==> src/rtl/dnn_pkg.sv <==
// dnn_pkg: shared types and helpers for the sequential two-layer MAC engine.
// Holds the FSM state encoding, the signed saturation helper and the
// accumulator sizing function used by dnn_seq_mac and dnn_mac.
package dnn_pkg;

  typedef enum logic [1:0] {
    IDLE = 2'd0,
    L1   = 2'd1,
    L2   = 2'd2,
    DONE = 2'd3
  } state_e;

  function automatic int max2(input int a, input int b);
    return (a > b) ? a : b;
  endfunction

  // Widest product plus enough growth bits for the longest dot product,
  // with one guard bit so the running sum can never wrap.
  function automatic int acc_width(input int in_w, input int w_w, input int hid_w,
                                   input int n_in, input int n_hid);
    return max2(in_w + w_w, hid_w + w_w) + $clog2(max2(n_in, n_hid)) + 1;
  endfunction

  // Clamp a signed value to the range of a signed 'width'-bit number.
  function automatic logic signed [63:0] saturate(input logic signed [63:0] value,
                                                  input int width);
    logic signed [63:0] hi;
    logic signed [63:0] lo;
    hi = (64'sd1 <<< (width - 1)) - 64'sd1;
    lo = -hi - 64'sd1;
    if (value > hi) begin
      return hi;
    end else if (value < lo) begin
      return lo;
    end
    return value;
  endfunction

endpackage

==> src/rtl/dnn_mac.sv <==
// dnn_mac: single shared signed multiply-accumulate unit.
// Each enabled cycle adds a*b to the accumulator; on 'last' the saturated
// value of (acc + a*b) is presented for write-back and the accumulator clears.
module dnn_mac
  import dnn_pkg::*;
#(
  parameter int A_W   = 12,
  parameter int B_W   = 5,
  parameter int ACC_W = 20,
  parameter int HID_W = 12,
  parameter int OUT_W = 17
) (
  input  logic                    clk,
  input  logic                    rst_n,
  input  logic signed [A_W-1:0]   a,
  input  logic signed [B_W-1:0]   b,
  input  logic                    en,
  input  logic                    last,
  input  logic                    clr,
  output logic signed [HID_W-1:0] hid_wb,
  output logic signed [OUT_W-1:0] out_wb
);

  logic signed [ACC_W-1:0] acc_q;
  logic signed [ACC_W-1:0] acc_d;
  logic signed [ACC_W-1:0] a_ext;
  logic signed [ACC_W-1:0] b_ext;
  logic signed [ACC_W-1:0] prod;
  logic signed [ACC_W-1:0] sum;

  // Multiply, add and saturate in one combinational path; next accumulator value.
  always_comb begin
    a_ext  = ACC_W'(a);
    b_ext  = ACC_W'(b);
    prod   = a_ext * b_ext;
    sum    = acc_q + prod;
    hid_wb = HID_W'(saturate(64'(sum), HID_W));
    out_wb = OUT_W'(saturate(64'(sum), OUT_W));
    acc_d  = acc_q;
    if (clr) begin
      acc_d = '0;
    end else if (en) begin
      acc_d = last ? '0 : sum;
    end
  end

  // Accumulator register.
  always_ff @(posedge clk) begin
    if (!rst_n) begin
      acc_q <= '0;
    end else begin
      acc_q <= acc_d;
    end
  end

endmodule

==> src/rtl/dnn_seq_mac.sv <==
// dnn_seq_mac: time-multiplexed N_IN-N_HID-N_OUT fully-connected network.
// One shared MAC walks layer 1 then layer 2 under an IDLE/L1/L2/DONE FSM,
// with valid/ready handshakes on input and output.
// Build option: define DNN_RELU_EN to rectify hidden activations.
module dnn_seq_mac
  import dnn_pkg::*;
#(
  parameter int N_IN  = 4,
  parameter int N_HID = 4,
  parameter int N_OUT = 2,
  parameter int IN_W  = 5,
  parameter int W_W   = 5,
  parameter int HID_W = 12,
  parameter int OUT_W = 17
) (
  input  logic                         clk,
  input  logic                         rst_n,
  input  logic [N_IN*IN_W-1:0]         x,
  input  logic [N_IN*N_HID*W_W-1:0]    w_ih,
  input  logic [N_HID*N_OUT*W_W-1:0]   w_ho,
  input  logic                         in_valid,
  output logic                         in_ready,
  output logic [N_OUT*OUT_W-1:0]       out,
  output logic                         out_valid,
  input  logic                         out_ready
);

  localparam int A_W   = max2(IN_W, HID_W);
  localparam int ACC_W = acc_width(IN_W, W_W, HID_W, N_IN, N_HID);
  localparam int CNT_W = $clog2(max2(max2(N_IN, N_HID), N_OUT)) + 1;

  state_e                       state_q, state_d;
  logic [CNT_W-1:0]             i_q, i_d, j_q, j_d, k_q, k_d;
  logic [N_IN*IN_W-1:0]         x_q, x_d;
  logic [N_IN*N_HID*W_W-1:0]    w_ih_q, w_ih_d;
  logic [N_HID*N_OUT*W_W-1:0]   w_ho_q, w_ho_d;
  logic signed [HID_W-1:0]      hid_q [N_HID];
  logic signed [HID_W-1:0]      hid_d [N_HID];
  logic signed [OUT_W-1:0]      out_q [N_OUT];
  logic signed [OUT_W-1:0]      out_d [N_OUT];
  logic                         out_valid_q, out_valid_d;
  logic                         in_ready_q, in_ready_d;

  logic signed [IN_W-1:0]       x_sel;
  logic signed [W_W-1:0]        wih_sel;
  logic signed [W_W-1:0]        who_sel;
  logic signed [HID_W-1:0]      hid_sel;
  logic signed [A_W-1:0]        a_op;
  logic signed [W_W-1:0]        b_op;
  logic                         mac_en, mac_last, mac_clr;
  logic signed [HID_W-1:0]      hid_wb, hid_val;
  logic signed [OUT_W-1:0]      out_wb;

  assign in_ready  = in_ready_q;
  assign out_valid = out_valid_q;

  for (genvar gi = 0; gi < N_OUT; gi++) begin : g_out
    assign out[gi*OUT_W +: OUT_W] = out_q[gi];
  end

  dnn_mac #(
    .A_W   (A_W),
    .B_W   (W_W),
    .ACC_W (ACC_W),
    .HID_W (HID_W),
    .OUT_W (OUT_W)
  ) u_mac (
    .clk    (clk),
    .rst_n  (rst_n),
    .a      (a_op),
    .b      (b_op),
    .en     (mac_en),
    .last   (mac_last),
    .clr    (mac_clr),
    .hid_wb (hid_wb),
    .out_wb (out_wb)
  );

  // Operand select: pick the sample/hidden value and weight for the current counters.
  always_comb begin
    x_sel   = '0;
    wih_sel = '0;
    hid_sel = '0;
    who_sel = '0;
    for (int n = 0; n < N_IN; n++) begin
      if (i_q == CNT_W'(n)) x_sel = x_q[n*IN_W +: IN_W];
    end
    for (int jn = 0; jn < N_HID; jn++) begin
      for (int in = 0; in < N_IN; in++) begin
        if (j_q == CNT_W'(jn) && i_q == CNT_W'(in))
          wih_sel = w_ih_q[(jn*N_IN + in)*W_W +: W_W];
      end
    end
    for (int n = 0; n < N_HID; n++) begin
      if (j_q == CNT_W'(n)) hid_sel = hid_q[n];
    end
    for (int kn = 0; kn < N_OUT; kn++) begin
      for (int jn = 0; jn < N_HID; jn++) begin
        if (k_q == CNT_W'(kn) && j_q == CNT_W'(jn))
          who_sel = w_ho_q[(kn*N_HID + jn)*W_W +: W_W];
      end
    end
    if (state_q == L2) begin
      a_op = A_W'(hid_sel);
      b_op = who_sel;
    end else begin
      a_op = A_W'(x_sel);
      b_op = wih_sel;
    end
  end

  // Hidden write-back value, optionally rectified.
  always_comb begin
`ifdef DNN_RELU_EN
    hid_val = hid_wb[HID_W-1] ? '0 : hid_wb;
`else
    hid_val = hid_wb;
`endif
  end

  // FSM next state, counter sequencing and result array updates.
  always_comb begin
    state_d     = state_q;
    i_d         = i_q;
    j_d         = j_q;
    k_d         = k_q;
    x_d         = x_q;
    w_ih_d      = w_ih_q;
    w_ho_d      = w_ho_q;
    hid_d       = hid_q;
    out_d       = out_q;
    out_valid_d = out_valid_q;
    in_ready_d  = in_ready_q;
    mac_en      = 1'b0;
    mac_last    = 1'b0;
    mac_clr     = 1'b0;
    case (state_q)
      IDLE: begin
        if (in_valid && in_ready_q) begin
          x_d        = x;
          w_ih_d     = w_ih;
          w_ho_d     = w_ho;
          i_d        = '0;
          j_d        = '0;
          k_d        = '0;
          mac_clr    = 1'b1;
          in_ready_d = 1'b0;
          state_d    = L1;
        end
      end
      L1: begin
        mac_en = 1'b1;
        if (i_q == CNT_W'(N_IN - 1)) begin
          mac_last = 1'b1;
          i_d      = '0;
          for (int n = 0; n < N_HID; n++) begin
            if (j_q == CNT_W'(n)) hid_d[n] = hid_val;
          end
          if (j_q == CNT_W'(N_HID - 1)) begin
            j_d     = '0;
            k_d     = '0;
            state_d = L2;
          end else begin
            j_d = j_q + 1'b1;
          end
        end else begin
          i_d = i_q + 1'b1;
        end
      end
      L2: begin
        mac_en = 1'b1;
        if (j_q == CNT_W'(N_HID - 1)) begin
          mac_last = 1'b1;
          j_d      = '0;
          for (int n = 0; n < N_OUT; n++) begin
            if (k_q == CNT_W'(n)) out_d[n] = out_wb;
          end
          if (k_q == CNT_W'(N_OUT - 1)) begin
            k_d         = '0;
            out_valid_d = 1'b1;
            state_d     = DONE;
          end else begin
            k_d = k_q + 1'b1;
          end
        end else begin
          j_d = j_q + 1'b1;
        end
      end
      DONE: begin
        if (out_ready) begin
          out_valid_d = 1'b0;
          in_ready_d  = 1'b1;
          state_d     = IDLE;
        end
      end
      default: begin
        state_d = IDLE;
      end
    endcase
  end

  // State register; reset discards any partial computation.
  always_ff @(posedge clk) begin
    if (!rst_n) begin
      state_q     <= IDLE;
      i_q         <= '0;
      j_q         <= '0;
      k_q         <= '0;
      x_q         <= '0;
      w_ih_q      <= '0;
      w_ho_q      <= '0;
      out_valid_q <= 1'b0;
      in_ready_q  <= 1'b1;
      for (int n = 0; n < N_HID; n++) hid_q[n] <= '0;
      for (int n = 0; n < N_OUT; n++) out_q[n] <= '0;
    end else begin
      state_q     <= state_d;
      i_q         <= i_d;
      j_q         <= j_d;
      k_q         <= k_d;
      x_q         <= x_d;
      w_ih_q      <= w_ih_d;
      w_ho_q      <= w_ho_d;
      out_valid_q <= out_valid_d;
      in_ready_q  <= in_ready_d;
      hid_q       <= hid_d;
      out_q       <= out_d;
    end
  end

endmodule
==> config.mk <==
export PLATFORM = sky130hd
export DESIGN_NAME = dnn_seq_mac
export DESIGN_NICKNAME = d
export VERILOG_FILES = /design/src/rtl/dnn_pkg.sv /design/src/rtl/dnn_mac.sv /design/src/rtl/dnn_seq_mac.sv
export SDC_FILE = /design/constraint.sdc
export NUM_CORES = 1
export LEC_CHECK = 0
export ABC_AREA = 1
export CORE_MARGIN = 2
export CORE_UTILIZATION = 60
export CTS_CLUSTER_SIZE = 12
export DETAILED_ROUTE_END_ITERATION = 10
export MAX_ROUTING_LAYER = met4
export PLACE_DENSITY = 0.91
export SLEW_MARGIN = 25
export SYNTH_ARGS = -nofsm -noshare
export SYNTH_HDL_FRONTEND = slang
export SYNTH_SLANG_ARGS = --single-unit
==> constraint.sdc <==
create_clock -name clk -period 10.9 [get_ports clk]
set_input_delay 1.09 -clock clk [delete_from_list [all_inputs] [get_ports clk]]
set_output_delay 1.09 -clock clk [all_outputs]
set_load 0.03 [all_outputs]
# == Word level (Yosys, flattened, before mapping) ==
# Index checks and enable logic that the tools add are counted.
# totals
ff_bits,255
input_bits,144
wordCells,166
# classes
addsub,4
mul,1
n_lt_le_gt_ge,4
n_eq_ne,16
muxes,76
bitwise_logic,1
reduce_logical,48
# ops
op,n
$mux W5,29
$mux W12,8
$mux W17,3
$logic_and A1 B1 Y1,25
$mux W3,8
$reduce_and A3 Y1,8
$add A20 B17 Y20,1
$gt A20 B12 Y1 const B,1
$gt A20 B17 Y1 const B,1
$lt A20 B12 Y1 const B,1
$lt A20 B17 Y1 const B,1
$mux W20,1
$pmux W3 S3,2
$mul A12 B5 Y17,1
$mux W1,14
$eq A3 B2 Y1 const B,4
$mux W2,6
$ne A2 B2 Y1 const B,6
$add A3 B1 Y3 const B,3
$eq A3 B1 Y1 const B,3
$logic_not A3 Y1,3
$pmux W2 S4,1
$pmux W1 S2,3
$pmux W3 S2,1
other kinds (11),16

# == Logic depth before layout (Yosys ltp) ==
# Gate-level depths: netlist of the first run.
# logic_depth
ltp_word,25
depth_mapped,49
depth_no_buf,47

# == By module ==
# A second synthesis of the first run with hierarchy kept.
# unflattened
hier_cells,2129
area_unflattened_um2,14732.9
# modules_own_cells
mod,instances,cells_per_inst,area_per_inst_um2
dnn_seq_mac,1,1517,10451.3
dnn_mac,1,612,4281.6

# == Least setup slack after synthesis of the first run ==
# Ideal clock, no wire load.
# synth_timing
kind,reg2reg
start,register j_q[0]
end,register hid_q[36] (netlist name)
setup_time_ps,109
arrival_ps,6424
required_time_ps,10791
path_slack_ps,4367
stages_incl_launch_ff,46
n_path_buf,2
period_less_slack_ps,6533
cell_sequence,dfxtp_1 > inv_1 > ha_1 > inv_1 > nor2_1 > nand2_1 > buf_2 > o21ai_1 > inv_1 > nand2_1 > nand2_1 > nand2_1 > nand2_1 > nand2_1 > nand2_1 > nand2_1 > nand2_1 > nand2_1 > [... 10 more ...] > inv_1 > fa_1 > inv_1 > ha_1 > ha_1 > inv_1 > nor4_1 > nand3_1 > nand2_1 > xnor2_1 > inv_1 > nor3_2 > nand3_1 > nand2_2 > buf_6 > nand3_1 > nand2_1 > inv_1
# synth_between
elab_chain_cells,25
# synth_lines
element,line_no,rtl
from (decl),dnn_seq_mac.sv:33,"logic [CNT_W-1:0] i_q, i_d, j_q, j_d, k_q, k_d;"
from (signal assigned),dnn_seq_mac.sv:219,j_q <= j_d;
$logic_not A3 Y1,n/a,
$logic_and A1 B1 Y1,dnn_seq_mac.sv:90,if (j_q == CNT_W'(jn) && i_q == CNT_W'(in))
$mux W5 (16 in a row),dnn_seq_mac.sv:90,
$mux W5,dnn_seq_mac.sv:103,if (state_q == L2) begin
$mul A12 B5 Y17,dnn_mac.sv:35,prod = a_ext * b_ext;
$add A20 B17 Y20,dnn_mac.sv:36,sum = acc_q + prod;
$lt A20 B12 Y1,dnn_pkg.sv:33,end else if (value < lo) begin
$mux W1,dnn_pkg.sv:33,
$mux W1,dnn_pkg.sv:31,if (value > hi) begin
$mux W12,dnn_pkg.sv:36,return value;
to (signal assigned),dnn_seq_mac.sv:226,hid_q <= hid_d;
to (decl),dnn_seq_mac.sv:37,logic signed [HID_W-1:0] hid_q [N_HID];
# Several ways; a longest one is shown, not always the timed one.
# A chain may end at the register's enable or synchronous reset.

# == Final worst setup path of the first run ==
# layout_timing
start,register j_q[1]
end,register hid_q[44] (netlist name)
# Same word-level chain as after synthesis.

==> run metrics, run 1 <==
Crit path required time ~11 ns; fin crit period just under 9 ns; Vias/cell ~5.5; initial core utilization 0.607; skew final between 0.02 and 0.03 ns; CP Max Fanout 44; Mean Syn Cell Area 7.16 sq um; Fmax between 0.1 and 0.15 GHz; Final nets 2425; Period Utilization, post-route 0.804; Antenna Violating Nets Remaining 0; register area share after synthesis 0.348; Syn-to-layout area delta 18.3%; clock latency on the worst-skew pair ~0.56 ns; Die X between 150 and 200 um; Syn Inst Count 2049; clock-pin slew on the worst setup and hold paths roughly 0.060 ns; CTS Buf Count 27; 1st-iter DRT viols 1383; Rel. slew slack 0.311; # clock sinks 255; share of layout cells above drive strength 1 0.0481; Crit Path Category flip-flop to flip-flop; vias in the first global route 13.5k; GRT Total Usage 0.316; CP Launch Type flip-flop; total gr overflow 0; max-slew violation count 0; Port-buffer cells 179; row cnt 57; DR WL/cell between 15 and 20 um; Die Y ~160 um; Unique masters post-synth 44; Die Area 25700 sq um; post-cts resize count 0; Core Box Area roughly 24000 sq um; Ant. Diodes 0; synth cell count leaders 393 x inv_1, 288 x o21ai_0, 269 x nand2_1, 258 x a21oi_1, 255 x dfxtp_1; Top Ports 180; H-tree depth 1; first-pass GRT wire length between 60000 and 70000 um; HPWL after DPL between 20000 and 30000 um; WP data arrival 9.20 ns; largest net degree at the start of global routing around 130; dominant register cell in the synthesized netlist dfxtp_1; gpl congestion around 1; flops & latches, synth approximately 260; Worst setup EP type flip-flop; number of synthesized flops with an enable pin 0; vias approximately 14k; Yosys top cell by area dfxtp_1; CTS tree yes; post-CTS setup buffers 0; drt pass-1 iters 6; Syn. warnings 0; syn_nets roughly 2.3k; Post-CTS Hold Buffers 0; slowest stage delay, CP 0.71 ns; worst-margin pin slew ~1.0 ns; setup repair after global routing missed its margin no; DRC violations left 0; final hold vios 0; status finished clean; most frequent cell after synthesis inv_1; Hold WC Path Type flip-flop to flip-flop; initial antenna violation count 0; Synth area leaders dfxtp_1 35%, inv_1 10%, o21ai_0 9.8%; Post-synth ARST share 0; Max Cap Viol 0; Max Buffers Root-to-Sink 3; slowest cell on the critical path nand2_2; WL final between 30000 and 40000 um; share of the synthesized area in the top cell type 0.348; root buffer cell clkbuf_16; # setup viols final 0; total negative slack 0 ns; Mapped Area approximately 15000 sq um
[worst paths after layout]
check	depth (start not counted)	to	slack [ns]	startpoint
hold / removal	2	x_q[10]$_SDFFE_PN0P_	0.45	x_q[10]$_SDFFE_PN0P_
hold reg to reg	2	x_q[10]$_SDFFE_PN0P_	0.45	x_q[10]$_SDFFE_PN0P_
setup / recovery	33	hid_q[44]$_SDFFE_PN0P_	2.14	j_q[1]$_SDFFE_PN0P_
setup reg to reg	33	hid_q[44]$_SDFFE_PN0P_	2.14	j_q[1]$_SDFFE_PN0P_
[cells by family (layout without fill, tap and decap cells)]
logic type / count (synthesis) / count (layout) / synth area share
compound gates: 605 / 605 / 0.215
xor+xnor: 16 / 16 / 0.00955
buf+inv: 501 / 634 / 0.134
flops: 255 / 255 / 0.348
simple gates: 556 / 556 / 0.163
fa+ha+maj: 116 / 116 / 0.131
[layer usage]
| layer | wire length (um) | share of wire | global-route usage | vias up |
|---|---|---|---|---|
| li1 | - | - | - | 6754 |
| met1 | 16400 | 0.41 | 0.397 | 6403 |
| met2 | 19100 | 0.48 | 0.529 | 555 |
| met3 | 2860 | 0.072 | 0.0418 | 91 |
| met4 | 1210 | 0.030 | 0.108 | 0 |
| met5 | 0 | 0 | - | - |
[cell type report]
cell class	count	area, sq um
repair buffers	187	1850
fillers	1811	6820
flip-flops and latches	255	5100
inverters	401	1510
clock inverters	5	40.0
well taps	324	405
multi-input cells	1293	7650
clock buffers	41	798
[placed cells by master (no fill, tap or decap), types with 7 or more instances in the layout]
| cell type | synthesis | final |
|---|---|---|
| a211oi_1 | 12 | 11 |
| a21oi_1 | 258 | 258 |
| buf_4 | 0 | 9 |
| clkbuf_1 | 80 | 7 |
| clkbuf_16 | 0 | 27 |
| clkbuf_8 | 1 | 7 |
| clkdlybuf4s50_1 | 0 | 178 |
| dfxtp_1 | 255 | 255 |
| fa_1 | 63 | 63 |
| ha_1 | 53 | 53 |
| inv_1 | 393 | 393 |
| inv_2 | 7 | 7 |
| nand2_1 | 269 | 269 |
| nand2_2 | 28 | 28 |
| nand3_1 | 95 | 94 |
| nor2_1 | 131 | 127 |
| nor3_1 | 17 | 17 |
| o21ai_0 | 288 | 288 |
| o22ai_1 | 18 | 18 |
| xor2_1 | 10 | 10 |
[critical path, delay by kind of cell, from the launching register on]
family	cells	cell delay (ns)
simple gates	14	3.19
fa+ha+maj	6	3.06
compound gates	6	1.08
buf+inv	6	0.67
flops	1	0.34
xor+xnor	1	0.26
[registers in the layout, summed over array words and instances (netlist names), 2 cells and up]
name and cells:
hid_q 48, i_q 3, j_q 3, k_q 3
out 34, state_q 2, u_mac.acc_q 20, w_ho_q 40
w_ih_q 80, x_q 20
[stage by stage]
stage               hold WS, ns  cells  worst slack [ns]   util  cell area [sq um]
finish                    0.445   2506              2.14  0.718              17400
global route              0.463   2506              1.58  0.718              17400
CTS                       0.443   2506              2.13  0.718              17300
detailed placement        0.434   2460              2.26  0.683              16500
global placement          0.430   2460              2.54  0.683              16500
floorplan                 0.420   2049              4.37      -              14700
Power of run 1 is left out: the tool's default activity adds up to more than one toggle a clock period on the data nets, which glitch-free logic cannot reach.
==> inputs of run 2 (changes only) <==
CORE_UTILIZATION = 57   (was 60)
PLACE_DENSITY = 0.87   (was 0.91)
clock period = 8.5 ns   (was 10.9 ns; I/O delays follow)
==> run metrics, run 2 (synthesized netlist as in run 1, its figures left out) <==
status finished clean (unchanged); CP Launch Type flip-flop (unchanged); first-pass GRT wire length 64500 um (was 65400 um); H-tree depth 1 (unchanged); setup slack, reg-to-reg 0.77 ns (was 2.14 ns); Worst setup EP type flip-flop (unchanged); hold depth 2 (unchanged); r2r endpoint hid_q[12]$_SDFFE_PN0P_ (was hid_q[44]$_SDFFE_PN0P_); Post-CTS Hold Buffers 0 (unchanged); share of layout cells above drive strength 1 0.0520 (was 0.0481); DRC violations left 0 (unchanged); Rel. slew slack 0.358 (was 0.311); largest registers w_ih_q: 80 flops, hid_q: 48 flops, w_ho_q: 40 flops (unchanged); row cnt 58 (was 57); CTS Buf Count 27 (unchanged); vias 13.8k (about the same); clock latency on the worst-skew pair 0.54 ns (was 0.56 ns); Period Utilization, post-route 0.910 (was 0.804); max-slew violation count 0 (unchanged); Final nets 2437 (was 2425); Hold WC Path Type flip-flop to flip-flop (unchanged); most common cell after layout, fill and taps aside inv_1 (unchanged); vias in the first global route 13.6k (was 13.5k); FILL cells 2004 (was 1811); initial antenna violation count 1 (was 0); worst-margin pin slew 0.962 ns (was 1.03 ns); DR WL/cell 15.7 um (was 15.8 um); HPWL after DPL 28600 um (about the same); clock-pin slew on the worst setup and hold paths 0.06 ns (about the same); slowest stage delay, CP 0.51 ns (was 0.71 ns); Max Cap Viol 0 (unchanged); Die X 164 um (was 160 um); Largest Register w_ih_q (unchanged); r2r startpoint j_q[0]$_SDFFE_PN0P_ (was j_q[1]$_SDFFE_PN0P_); Hold Path Origin w_ih_q[34]$_SDFFE_PN0P_ (was x_q[10]$_SDFFE_PN0P_); post-cts resize count 0 (unchanged); skew final 0.0168 ns (was 0.0282 ns); WP data arrival 8.16 ns (was 9.20 ns); gpl congestion 0.942 (was 0.997); total gr overflow 0 (unchanged); Syn-to-layout area delta 19.0% (was 18.3%); Reg2Reg Depth 41 (was 33); GRT Total Usage 0.302 (was 0.316); initial core utilization 0.581 (was 0.607); Die Area 27000 sq um (was 25700 sq um); root buffer cell clkbuf_16 (unchanged); # clock sinks 255 (unchanged); Die Y 164 um (was 160 um); Fmax 0.129 GHz (was 0.114 GHz); Crit Path Category flip-flop to flip-flop (unchanged); 1st-iter DRT viols 1298 (was 1383); setup repair after global routing missed its margin no (unchanged); Worst path most repeated cell nand2_1; fin crit period 7.73 ns (was 8.76 ns); WL final 39700 um (was 39500 um); total negative slack 0 ns (unchanged); commonest non-fill, non-tap cells in the layout 393 x inv_1, 288 x o21ai_0, 269 x nand2_1, 258 x a21oi_1, 255 x dfxtp_1 (unchanged); slowest cell on the critical path fa_1 (was nand2_2); Antenna Violating Nets Remaining 0 (unchanged); max reg flops 80 (unchanged); Core Box Area 25300 sq um (was 24200 sq um); drt pass-1 iters 6 (unchanged); Vias/cell 5.47 (was 5.51); largest net degree at the start of global routing 150 (was 125); Top Ports 180 (unchanged); post-CTS setup buffers 0 (unchanged); # setup viols final 0 (unchanged); endpoint of the worst hold path w_ih_q[34]$_SDFFE_PN0P_ (was x_q[10]$_SDFFE_PN0P_); Crit path required time 8.93 ns (was 11.34 ns); CP Max Fanout 16 (was 44); CTS tree yes (unchanged); Max Buffers Root-to-Sink 3 (unchanged); Port-buffer cells 179 (unchanged); final hold vios 0 (unchanged)
==> run 2: changes by cell type in the layout (fill, tap and decap cells not counted), sizes merged <==
cell	previous run	this run
buf	9	21
bufinv	0	1
clkbuf	41	39
clkinv	5	4
diode	0	1
==> run 2: worst max path at each step <==
stage	from	to	slack, ns
after detailed placement	j_q[0]$_SDFFE_PN0P_	hid_q[12]$_SDFFE_PN0P_	0.91
final	j_q[0]$_SDFFE_PN0P_	hid_q[12]$_SDFFE_PN0P_	0.77
after global routing	j_q[0]$_SDFFE_PN0P_	hid_q[18]$_SDFFE_PN0P_	0.14
after CTS	j_q[0]$_SDFFE_PN0P_	hid_q[12]$_SDFFE_PN0P_	0.86
after floorplan	j_q[0]$_SDFFE_PN0P_	hid_q[36]$_SDFFE_PN0P_	1.97
after global placement	j_q[0]$_SDFFE_PN0P_	hid_q[22]$_SDFFE_PN0P_	1.18
==> run 2: per-layer routing <==
layer / global-route usage / share of wire / wire length [um]
met4: 0.110 / 0.033 / 1330
met5: - / 0 / 0
met2: 0.508 / 0.48 / 19000
met3: 0.0462 / 0.077 / 3060
met1: 0.370 / 0.41 / 16300
==> run 2: area by class of cell <==
| cell class | instances | area [sq um] | share of cell area |
|---|---|---|---|
| antenna | 1 | 2.50 | 0.000143 |
| inverter | 401 | 1510 | 0.0862 |
| clock buffer | 39 | 771 | 0.0442 |
| timing repair buffer | 199 | 1960 | 0.112 |
| multi-input combinational | 1293 | 7640 | 0.438 |
| sequential | 255 | 5100 | 0.292 |
| clock inverter | 5 | 57.6 | 0.00330 |
| tap | 330 | 413 | 0.0237 |
==> run 2: critical path, delay by kind of cell, from the launching register on <==
family	cells	cell delay (ns)
buf+inv	4	0.62
flops	1	0.33
simple gates	28	3.68
fa+ha+maj	6	2.40
compound gates	3	0.56
==> run 2: per-stage QoR <==
step	hold WS (ns)	area [sq um]	util	std cells	setup slack [ns]
CTS	0.444	17400	0.691	2522	0.861
global route	0.459	17500	0.691	2523	0.145
floorplan	0.420	14700	-	2049	1.97
detailed placement	0.435	16600	0.658	2478	0.907
finish	0.443	17500	0.691	2523	0.768
global placement	0.430	16600	0.657	2478	1.18
Power of run 2 is left out for the same reason.
==> inputs of run 3 (changes only) <==
CTS_CLUSTER_DIAMETER = 50   (was not set)
SLEW_MARGIN = 10   (was 25)
==> run metrics, run 3 (synthesized netlist as in run 1, its figures left out) <==
status finished clean (unchanged); DRC violations left 0 (unchanged); Hold Path Origin w_ih_q[52]$_SDFFE_PN0P_ (was w_ih_q[34]$_SDFFE_PN0P_); WP data arrival 8.34 ns (was 8.16 ns); final hold vios 0 (unchanged); largest registers w_ih_q: 80 flops, hid_q: 48 flops, w_ho_q: 40 flops (unchanged); Port-buffer cells 179 (unchanged); share of layout cells above drive strength 1 0.0530 (was 0.0520); worst-margin pin slew 1.17 ns (was 0.962 ns); CP Max Fanout 12 (was 16); slowest cell on the critical path fa_1 (unchanged); max reg flops 80 (unchanged); skew final 0.0208 ns (was 0.0168 ns); most common cell after layout, fill and taps aside inv_1 (unchanged); DR WL/cell 16.1 um (was 15.7 um); gpl congestion 0.942 (unchanged); slowest stage delay, CP 0.58 ns (was 0.51 ns); Vias/cell 5.58 (was 5.47); Die Area 27000 sq um (unchanged); H-tree depth 1 (unchanged); # setup viols final 0 (unchanged); r2r startpoint j_q[0]$_SDFFE_PN0P_ (unchanged); Reg2Reg Depth 34 (was 41); Period Utilization, post-route 0.928 (was 0.910); commonest non-fill, non-tap cells in the layout 393 x inv_1, 288 x o21ai_0, 269 x nand2_1, 258 x a21oi_1, 255 x dfxtp_1 (unchanged); Fmax 0.127 GHz (was 0.129 GHz); Antenna Violating Nets Remaining 0 (unchanged); Top Ports 180 (unchanged); Post-CTS Hold Buffers 0 (unchanged); hold depth 2 (unchanged); fin crit period 7.89 ns (was 7.73 ns); initial core utilization 0.581 (unchanged); clock latency on the worst-skew pair 0.56 ns (was 0.54 ns); Crit path required time 8.95 ns (was 8.93 ns); GRT Total Usage 0.309 (was 0.302); total negative slack 0 ns (unchanged); post-cts resize count 0 (unchanged); 1st-iter DRT viols 1447 (was 1298); setup repair after global routing missed its margin no (unchanged); FILL cells 2009 (was 2004); clock-pin slew on the worst setup and hold paths 0.06 ns (about the same); Crit Path Category flip-flop to flip-flop (unchanged); vias in the first global route 13.6k (about the same); setup slack, reg-to-reg 0.61 ns (was 0.77 ns); Max Buffers Root-to-Sink 3 (unchanged); Core Box Area 25300 sq um (unchanged); # clock sinks 255 (unchanged); CTS Buf Count 28 (was 27); first-pass GRT wire length 65700 um (was 64500 um); CP Launch Type flip-flop (unchanged); largest net degree at the start of global routing 150 (unchanged); Syn-to-layout area delta 19.3% (was 19.0%); Final nets 2439 (was 2437); Rel. slew slack 0.220 (was 0.358); WL final 40600 um (was 39700 um); post-CTS setup buffers 0 (unchanged); root buffer cell clkbuf_16 (unchanged); Largest Register w_ih_q (unchanged); endpoint of the worst hold path w_ih_q[52]$_SDFFE_PN0P_ (was w_ih_q[34]$_SDFFE_PN0P_); max-slew violation count 0 (unchanged); row cnt 58 (unchanged); Worst setup EP type flip-flop (unchanged); vias 14.1k (was 13.8k); Max Cap Viol 0 (unchanged); Hold WC Path Type flip-flop to flip-flop (unchanged); Die X 164 um (unchanged); CTS tree yes (unchanged); r2r endpoint hid_q[12]$_SDFFE_PN0P_ (unchanged); HPWL after DPL 28800 um (was 28600 um); drt pass-1 iters 6 (unchanged); Worst path most repeated cell nand2_1 (unchanged); total gr overflow 0 (unchanged); initial antenna violation count 2 (was 1); Die Y 164 um (unchanged)
## run 3: final cells by class
type	count	area [sq um]	area share
tap	330	413	0.0236
timing repair buffer	200	1980	0.113
sequential	255	5100	0.292
inverter	401	1510	0.0860
clock inverter	7	103	0.00586
multi-input combinational	1293	7640	0.436
antenna	2	5.00	0.000286
clock buffer	33	761	0.0434
## run 3: worst max-delay path: cells and delay by family (launching register included)
kind                       cells  cell delay [ns]
and+or+nand+nor               15             2.71
AOI/OAI and AO/OA              7             1.23
adders and majority gates      6             2.81
DFF                            1             0.34
buffers and inverters          5             0.36
xor gates and xnor gates       1             0.33
## run 3: metal layers
metal	wire (um)	GRT usage	vias to the layer above
met5	0	-	-
met4	1380	0.110	0
met3	3360	0.0477	130
met2	19600	0.519	637
met1	16200	0.378	6523
li1	-	-	6781
## run 3: how the worst max path moves through the flow
stage / slack [ns] / cells after the start / endpoint / start
after floorplan: 1.97 / 45 / hid_q[36]$_SDFFE_PN0P_ / j_q[0]$_SDFFE_PN0P_
after global placement: 1.18 / 32 / hid_q[22]$_SDFFE_PN0P_ / j_q[0]$_SDFFE_PN0P_
final: 0.61 / 34 / hid_q[12]$_SDFFE_PN0P_ / j_q[0]$_SDFFE_PN0P_
after global routing: 0.02 / 45 / hid_q[3]$_SDFFE_PN0P_ / j_q[0]$_SDFFE_PN0P_
after detailed placement: 0.92 / 41 / hid_q[12]$_SDFFE_PN0P_ / j_q[0]$_SDFFE_PN0P_
after CTS: 0.83 / 41 / hid_q[12]$_SDFFE_PN0P_ / j_q[0]$_SDFFE_PN0P_
## run 3: through the flow
| step | area (sq um) | std cells | hold slack, ns | utilization | setup slack (ns) |
|---|---|---|---|---|---|
| after global placement | 16600 | 2478 | 0.430 | 0.657 | 1.18 |
| after floorplan | 14700 | 2049 | 0.420 | - | 1.97 |
| after CTS | 17500 | 2518 | 0.443 | 0.692 | 0.829 |
| after detailed placement | 16600 | 2478 | 0.433 | 0.657 | 0.921 |
| after global routing | 17500 | 2521 | 0.458 | 0.693 | 0.0219 |
| final | 17500 | 2521 | 0.443 | 0.693 | 0.608 |
Power of run 3 is left out for the same reason.
